<file path="config.mk">
export PLATFORM = sky130hd
export DESIGN_NAME = mem_access_unit_flat
export DESIGN_NICKNAME = d
export VERILOG_FILES = /design/src/rtl/mem_access_unit_if.sv /design/src/rtl/mem_access_unit.sv /design/src/flat_wrapper.sv
export SDC_FILE = /design/constraint.sdc
export NUM_CORES = 1
export LEC_CHECK = 0
export ABC_CLOCK_PERIOD_IN_PS = 1700
export CAP_MARGIN = 20
export CORE_ASPECT_RATIO = 0.8
export CORE_UTILIZATION = 41
export CTS_CLUSTER_DIAMETER = 50
export CTS_CLUSTER_SIZE = 30
export DETAILED_ROUTE_END_ITERATION = 8
export PLACE_DENSITY = 0.77
export SLEW_MARGIN = 40
export SYNTH_ARGS = -nofsm -noshare
export SYNTH_HDL_FRONTEND = slang
export SYNTH_SLANG_ARGS = --single-unit
</file>
<file path="constraint.sdc">
create_clock -name clk -period 1.7 [get_ports clk]
set_input_delay 0.425 -clock clk [delete_from_list [all_inputs] [get_ports clk]]
set_output_delay 0.425 -clock clk [all_outputs]
set_load 0.01 [all_outputs]
</file>
<file path="src/rtl/mem_access_unit_if.sv">
// Request and data-memory bus bundle for mem_access_unit.
// The slave modport is the unit; master is the requester/memory environment.
interface mem_access_unit_if;
    logic        start;
    logic        mem_read;
    logic        mem_write;
    logic [2:0]  funct3;
    logic [31:0] addr;
    logic [31:0] wdata;
    logic        dmem_resp;
    logic [31:0] dmem_rdata;
    logic        dmem_read;
    logic        dmem_write;
    logic [31:0] dmem_address;
    logic [31:0] dmem_wdata;
    logic [3:0]  dmem_mbe;
    logic        busy;
    logic        done;
    logic [31:0] rdata_out;
    logic        misaligned;

    modport master (
        output start, mem_read, mem_write, funct3, addr, wdata, dmem_resp, dmem_rdata,
        input  dmem_read, dmem_write, dmem_address, dmem_wdata, dmem_mbe,
        input  busy, done, rdata_out, misaligned
    );

    modport slave (
        input  start, mem_read, mem_write, funct3, addr, wdata, dmem_resp, dmem_rdata,
        output dmem_read, dmem_write, dmem_address, dmem_wdata, dmem_mbe,
        output busy, done, rdata_out, misaligned
    );
endinterface

</file>
<file path="src/rtl/mem_access_unit.sv">
// Load/store unit: captures one request, drives a word-aligned memory access, extends loads.
// Define MEM_MISALIGN_CHECK_EN to fault misaligned halfword/word accesses instead of issuing them.
module mem_access_unit (
    input logic              clk,
    input logic              rst_n,
    mem_access_unit_if.slave bus
);

    typedef enum logic [1:0] {StIdle, StAccess, StDone} state_e;

    state_e      state_q, state_d;
    logic        rd_q, wr_q, fault_q;
    logic [2:0]  funct3_q;
    logic [31:0] addr_q, wdata_q, rdata_q;
    logic        capture, fault_d;
    logic [1:0]  off;
    logic [7:0]  sel_byte;
    logic [15:0] sel_half;

    assign capture = (state_q == StIdle) && bus.start;
    assign off     = addr_q[1:0];

`ifdef MEM_MISALIGN_CHECK_EN
    always_comb begin
        fault_d = 1'b0;
        if (bus.mem_read || bus.mem_write) begin
            if (bus.funct3[1:0] == 2'b01 && bus.addr[0]) begin
                fault_d = 1'b1;
            end else if (bus.funct3 == 3'b010 && bus.addr[1:0] != 2'b00) begin
                fault_d = 1'b1;
            end
        end
    end
`else
    assign fault_d = 1'b0;
`endif

    always_ff @(posedge clk) begin
        if (!rst_n) begin
            state_q  <= StIdle;
            rd_q     <= 1'b0;
            wr_q     <= 1'b0;
            fault_q  <= 1'b0;
            funct3_q <= 3'b000;
            addr_q   <= 32'h0;
            wdata_q  <= 32'h0;
            rdata_q  <= 32'h0;
        end else begin
            state_q <= state_d;
            if (capture) begin
                rd_q     <= bus.mem_read;
                // A request with both flags set is treated as a load.
                wr_q     <= bus.mem_write && !bus.mem_read;
                fault_q  <= fault_d;
                funct3_q <= bus.funct3;
                addr_q   <= bus.addr;
                wdata_q  <= bus.wdata;
            end
            if (state_q == StAccess && bus.dmem_resp) begin
                rdata_q <= bus.dmem_rdata;
            end
        end
    end

    always_comb begin
        state_d = state_q;
        unique case (state_q)
            StIdle: begin
                if (bus.start) begin
                    if (!fault_d && (bus.mem_read || bus.mem_write)) begin
                        state_d = StAccess;
                    end else begin
                        state_d = StDone;
                    end
                end
            end
            StAccess: begin
                if (bus.dmem_resp) begin
                    state_d = StDone;
                end
            end
            StDone:  state_d = StIdle;
            default: state_d = StIdle;
        endcase
    end

    // Memory-side strobes, lanes and address: held for all of ACCESS, zero elsewhere.
    always_comb begin
        bus.dmem_read    = 1'b0;
        bus.dmem_write   = 1'b0;
        bus.dmem_address = 32'h0;
        bus.dmem_wdata   = 32'h0;
        bus.dmem_mbe     = 4'b0000;
        if (state_q == StAccess) begin
            bus.dmem_address = {addr_q[31:2], 2'b00};
            if (rd_q) begin
                bus.dmem_read = 1'b1;
                bus.dmem_mbe  = 4'b1111;
            end else if (wr_q) begin
                bus.dmem_write = 1'b1;
                case (funct3_q)
                    3'b000: begin
                        bus.dmem_mbe   = 4'b0001 << off;
                        bus.dmem_wdata = wdata_q << {off, 3'b000};
                    end
                    3'b001: begin
                        bus.dmem_mbe   = addr_q[1] ? 4'b1100 : 4'b0011;
                        bus.dmem_wdata = addr_q[1] ? (wdata_q << 16) : wdata_q;
                    end
                    3'b010: begin
                        bus.dmem_mbe   = 4'b1111;
                        bus.dmem_wdata = wdata_q;
                    end
                    default: begin
                        bus.dmem_mbe   = 4'b0000;
                        bus.dmem_wdata = 32'h0;
                    end
                endcase
            end
        end
    end

    always_comb begin
        sel_byte = 8'h0;
        unique case (off)
            2'b00: sel_byte = rdata_q[7:0];
            2'b01: sel_byte = rdata_q[15:8];
            2'b10: sel_byte = rdata_q[23:16];
            2'b11: sel_byte = rdata_q[31:24];
            default: sel_byte = 8'h0;
        endcase
    end

    assign sel_half = addr_q[1] ? rdata_q[31:16] : rdata_q[15:0];

    always_comb begin
        bus.rdata_out = 32'h0;
        if (state_q == StDone && rd_q && !fault_q) begin
            case (funct3_q)
                3'b000:  bus.rdata_out = {{24{sel_byte[7]}}, sel_byte};
                3'b100:  bus.rdata_out = {24'h0, sel_byte};
                3'b001:  bus.rdata_out = {{16{sel_half[15]}}, sel_half};
                3'b101:  bus.rdata_out = {16'h0, sel_half};
                3'b010:  bus.rdata_out = rdata_q;
                default: bus.rdata_out = 32'h0;
            endcase
        end
    end

    assign bus.busy       = (state_q != StIdle);
    assign bus.done       = (state_q == StDone);
    assign bus.misaligned = (state_q == StDone) && fault_q;

endmodule

</file>
<file path="src/flat_wrapper.sv">
// flat-port wrapper written by rule: the top's interface ports become plain ports
module mem_access_unit_flat 
  (clk, rst_n, bus_start, bus_mem_read, bus_mem_write, bus_funct3, bus_addr, bus_wdata, bus_dmem_resp, bus_dmem_rdata, bus_dmem_read, bus_dmem_write, bus_dmem_address, bus_dmem_wdata, bus_dmem_mbe, bus_busy, bus_done, bus_rdata_out, bus_misaligned);
  mem_access_unit_if bus_i ();
  input logic clk;
  input logic rst_n;
  input wire logic [$bits(bus_i.start)-1:0] bus_start;
  input wire logic [$bits(bus_i.mem_read)-1:0] bus_mem_read;
  input wire logic [$bits(bus_i.mem_write)-1:0] bus_mem_write;
  input wire logic [$bits(bus_i.funct3)-1:0] bus_funct3;
  input wire logic [$bits(bus_i.addr)-1:0] bus_addr;
  input wire logic [$bits(bus_i.wdata)-1:0] bus_wdata;
  input wire logic [$bits(bus_i.dmem_resp)-1:0] bus_dmem_resp;
  input wire logic [$bits(bus_i.dmem_rdata)-1:0] bus_dmem_rdata;
  output wire logic [$bits(bus_i.dmem_read)-1:0] bus_dmem_read;
  output wire logic [$bits(bus_i.dmem_write)-1:0] bus_dmem_write;
  output wire logic [$bits(bus_i.dmem_address)-1:0] bus_dmem_address;
  output wire logic [$bits(bus_i.dmem_wdata)-1:0] bus_dmem_wdata;
  output wire logic [$bits(bus_i.dmem_mbe)-1:0] bus_dmem_mbe;
  output wire logic [$bits(bus_i.busy)-1:0] bus_busy;
  output wire logic [$bits(bus_i.done)-1:0] bus_done;
  output wire logic [$bits(bus_i.rdata_out)-1:0] bus_rdata_out;
  output wire logic [$bits(bus_i.misaligned)-1:0] bus_misaligned;
  assign bus_i.start = bus_start;
  assign bus_i.mem_read = bus_mem_read;
  assign bus_i.mem_write = bus_mem_write;
  assign bus_i.funct3 = bus_funct3;
  assign bus_i.addr = bus_addr;
  assign bus_i.wdata = bus_wdata;
  assign bus_i.dmem_resp = bus_dmem_resp;
  assign bus_i.dmem_rdata = bus_dmem_rdata;
  assign bus_dmem_read = bus_i.dmem_read;
  assign bus_dmem_write = bus_i.dmem_write;
  assign bus_dmem_address = bus_i.dmem_address;
  assign bus_dmem_wdata = bus_i.dmem_wdata;
  assign bus_dmem_mbe = bus_i.dmem_mbe;
  assign bus_busy = bus_i.busy;
  assign bus_done = bus_i.done;
  assign bus_rdata_out = bus_i.rdata_out;
  assign bus_misaligned = bus_i.misaligned;
  mem_access_unit u_core (.clk(clk), .rst_n(rst_n), .bus(bus_i));
endmodule
</file>
# After elaboration in Yosys (flattened, before gate mapping)
# Index checks and enable logic that the tools add are counted.
# word_totals
register_bits,103
output_inout_bits,105
# op_classes
n_eq_ne,11
n_shift,2
n_mux,24
n_reduce_logical,11
# ops
op,count
$mux W32,6
$pmux W32 S5,1
$pmux W32 S3,1
$pmux W8 S4,1
$shl A32 B5 Y32,1
$mux W16,1
$mux W4,4
$pmux W4 S3,1
$eq A2 B2 Y1 const B,3
$eq A3 B3 Y1 const B,2
$mux W2,3
$mux W1,5
$eq A2 B1 Y1 const B,2
$logic_and A1 B1 Y1,4
$logic_not A2 Y1,2
$ne A2 B2 Y1 const B,2
$pmux W2 S2,1
$shl A1 B2 Y4 const A,1
$eq A3 B1 Y1 const B,1
$eq A3 B2 Y1 const B,1
$logic_not A3 Y1,1
$reduce_and A2 Y1,1
$reduce_bool A2 Y1,1
$logic_not A1 Y1,1
$logic_or A1 B1 Y1,1

# Logic depth before layout (Yosys ltp)
# depth
depth_word,5
depth_mapped,7
depth_no_buf,4

# Worst setup path after synthesis
# Ideal clock, no wire load.
# synth_path
kind,reg-to-output
start,register u_core.funct3_q[1]
end,output port bus_rdata_out[0]
t_arrival_ps,1529
required_ps,1275
setup_slack_ps,-254
path_stages_with_launch,6
n_path_buf,2
cell_sequence,dfxtp_1 > buf_6 > buf_4 > nor2_2 > nor2_1 > a2111oi_0
# synth_via
elab_chain_len,3
elab_cells_between_ends,7
cone_classes,eq/ne (4); mux (2); reduce/logical (1)
# synth_rtl
element,line,text
from (decl),mem_access_unit.sv:13,logic [2:0] funct3_q;
from (signal assigned),mem_access_unit.sv:55,funct3_q <= bus.funct3;
$eq A3 B2 Y1 (tied with other cells),mem_access_unit.sv:139,case (funct3_q)
$pmux W32 S5 (*),mem_access_unit.sv:139,
$mux W32 (*),mem_access_unit.sv:138,if (state_q == StDone && rd_q && !fault_q) begin
to (decl),flat_wrapper.sv:22,output wire logic [$bits(bus_i.rdata_out)-1:0] bus_rdata_out;
# Every way passes the cells marked *; elsewhere a longest branch is shown, timed or not.

# Final worst setup path
# layout_path
start,register u_core.addr_q[1]
end,output port bus_rdata_out[11]
# layout_via
elab_chain_len,4
elab_cells_between_ends,8
cone_classes,eq/ne (3); mux (4); reduce/logical (1)
# layout_rtl
element,line,text
from (decl),mem_access_unit.sv:14,"logic [31:0] addr_q, wdata_q, rdata_q;"
from (signal assigned),mem_access_unit.sv:56,addr_q <= bus.addr;
$eq A2 B2 Y1 (tied with other cells),mem_access_unit.sv:125,unique case (off)
$pmux W8 S4,mem_access_unit.sv:125,
$pmux W32 S5 (*),mem_access_unit.sv:139,
$mux W32 (*),mem_access_unit.sv:138,
# Marked as above.

==> flow_summary.toml <==
[global_routing]
grt_pass1_vias = 6638
grt_util_met3 = 0.06974
grt_max_degree = 65
use_met2 = 0.5211
grt_use_met1 = 0.4165
grt.busiest_layer = "met2"
grt_use_total = 0.3178
grt-ovfl-total = 0
antenna_found_initial = 0
grt_pass1_wl_mm = 36.11

[finish]
drive_gt1_frac = 0.4785
fin_nets = 1195
multi_input_area_sq_um = 4493
n_antenna_cell = 0
seqCellArea_sq_um = 2082
fillers = 791
stdcell_area_sq_um = 11170
area_growth_pct = 89.71
final_cells = 1275

[pwr]
intPower_mw = 4.859
power_leakage_nw = 4.484
peakVddDrop_v = 0.0005993
p_sw_mw = 2.172
power.share.switching = 0.3089
clkPwrFrac = 0.313
pwr-share-seq = 0.380
pwr-share-comb = 0.307
power_density_nw_per_um2 = 629.6

[status]
failed_checks = "negative setup slack"
outcome = "complete, but fails checks"

[critical_path]
crit_chain = "buf_12, buf_16, mux2_4, o211ai_4, buf_6, a21oi_2, buf_2"
rr_worst_depth = 10
cp_slowest_cell = "dfxtp_4"
crit_required_ps = 1270
crit_path_start_kind = "flop"
cp.arrival_ps = 2040
cpPeakStageDelay_ps = 380
path_class = "reg -> out"
cp_max_fo = 6
crit_buf_inv = 4
worstSetupPathDepth = 7
crit_family = "buffers and inverters"
r2r_slack_ps = -160
crit_path_end_kind = "primary output"

[drt]
dr.pass1.iters = 5
routed_wl_mm = 26.67
viasPerCell = 5.742
vias = 7321
drc = 0
drt-initial-drc-count = 715
antenna_left = 0
wire_per_inst_um = 20.92

[job]
cap_viol_max_count = 0

[die]
die_h_um = 109.2
start_util = 0.4270
dieArea_sq_um = 14840
io_pins = 210
die_w_um = 136.0
core_sq_um = 13790
row_count = 38

[placement]
dp.cells = 1192
dp_hpwl_mm = 14.71
place_area_sq_um = 9094
io_buffers = 206
gp_congestion = 0.9245
place_ws_ps = -696.1

[logic_synthesis]
ys.warnings.count = 0
ys_seq_area_frac = 0.3503
synth_cell_types = 56
netlist_area_sq_um = 5887
synthFlopType = "dfxtp_1"
async_flop_share = 0
avgSynthCellArea_sq_um = 7.881
synth-edff-count = 0
synth_seq_cells = 103
syn_inst = 747

[min_path]
holdPathStages = 2
hp-class = "in -> reg"

[clocking]
cts.clk_slew.worst_paths_ps = 80
clk_latency_ps = 360
cts_tree = "yes"
cts_buffer_depth = 2
cts_max_level = 3
cts_sinks = 103
cts_hold_buf = 0
cts-root-buf = "clkbuf_16"
cts_buffers = 9

[sta]
clock_skew_ps = 10.99
report.final.slew_viol_count = 0
hold_slack_ps = 389.4
fmaxAchievable_mhz = 405.8
finalHoldViolCount = 0
post-route-min-period_ps = 2464
finalCritPeriodShare = 1.450
setup_viol = 133
setup_ws_ps = -764.2
rsz0062_at_grt = "yes"
[sequential cells by signal (all words and copies together) (netlist names)]
name             cells
u_core.addr_q       32
u_core.funct3_q      3
u_core.rd_q          1
u_core.rdata_q      32
u_core.state_q       2
u_core.wdata_q      32
u_core.wr_q          1
[synthesized netlist by cell type (2+ instances only)]
cell type / number / area (sq um)
nand2_1: 223 / 837.1
dfxtp_1: 103 / 2062
a21boi_0: 94 / 705.7
a21oi_1: 31 / 155.2
nor2_1: 31 / 116.4
and2_1: 30 / 187.7
a22oi_1: 24 / 180.2
clkbuf_1: 23 / 86.33
buf_2: 18 / 90.09
nand3b_1: 17 / 127.6
mux2i_1: 16 / 160.2
a21oi_2: 13 / 113.9
buf_6: 10 / 112.6
nor2b_1: 10 / 62.56
a21boi_1: 8 / 60.06
a2bb2oi_1: 8 / 70.07
and3_1: 8 / 50.05
buf_4: 7 / 52.55
o32a_1: 7 / 70.07
mux2_2: 6 / 67.56
o21ai_0: 6 / 30.03
a2111oi_0: 5 / 43.79
buf_1: 5 / 18.77
inv_1: 5 / 18.77
nand2b_1: 3 / 18.77
nor3_2: 3 / 30.03
and2_2: 2 / 15.01
mux2_4: 2 / 30.03
nand3_1: 2 / 10.01
[logic make-up after synthesis]
group                  synth area share
and+or+nand+nor                  0.2765
DFF                              0.3503
buffers and inverters           0.07035
other                         0.0006370
AOI/OAI and AO/OA                0.2585
muxes                           0.04378
[layer usage]
layer | part of all wire | routed length (um)
met1 | 0.39 | 10490
met4 | 0.047 | 1255
met2 | 0.46 | 12190
met5 | 0 | 0
met3 | 0.10 | 2737
[path summary, 6_finish.rpt]
check,startpoint,endpoint
max reg2reg,u_core.state_q[0],u_core.rdata_q[14]
max,u_core.addr_q[1],bus_rdata_out[11]
min reg2reg,u_core.addr_q[30],u_core.addr_q[30]
min,rst_n,u_core.wdata_q[3]
[power by group through the flow]
| stage | clock, mW | sequential, mW | combinational (mW) |
|---|---|---|---|
| after global placement | 0 | 2.70 | 1.41 |
| after global routing | 2.30 | 2.68 | 2.25 |
| after CTS | 2.18 | 2.65 | 1.86 |
| after detailed placement | 0 | 2.70 | 1.43 |
| final | 2.20 | 2.67 | 2.16 |
| after floorplan | 0 | 2.67 | 0.763 |
[layout make-up]
class / count / share of cell area
multi-input cells: 576 / 0.4023
well taps: 180 / 0.02017
inverters: 5 / 0.001905
clock inverters: 7 / 0.007170
repair buffers: 395 / 0.3619
clock buffers: 9 / 0.02017
flip-flops and latches: 103 / 0.1864
[cell usage in the layout (no fill, tap or decap), types with 16 or more instances in the layout]
master           count
clkdlybuf4s50_1    103
a21boi_1            17
and2_4              30
dfxtp_1             95
a21boi_0            69
a21oi_4             17
a22oi_2             16
a21boi_2            16
nand2_1            190
buf_2               39
nand2_4             26
buf_12              24
buf_4              106
buf_6              110
nand3b_1            17
a21oi_1             17
[what timing repair did]
action	4_1_cts	5_1_grt
resized for setup	584	209
pin swaps	49	107
buffers inserted	38	28
endpoints found under the setup margin	105	133
cloned	11	3
[per-stage QoR]
step                setup TNS, ps  total power, mW    util
floorplan                   -2380            3.434       -
global placement           -50660            4.110  0.6595
finish                     -52220            7.031  0.8100
global route               -57270            7.233  0.8100
detailed placement         -53820            4.135  0.6595
CTS                        -47070            6.699  0.7428
No activity file was read; power rests on OpenSTA's default activity.
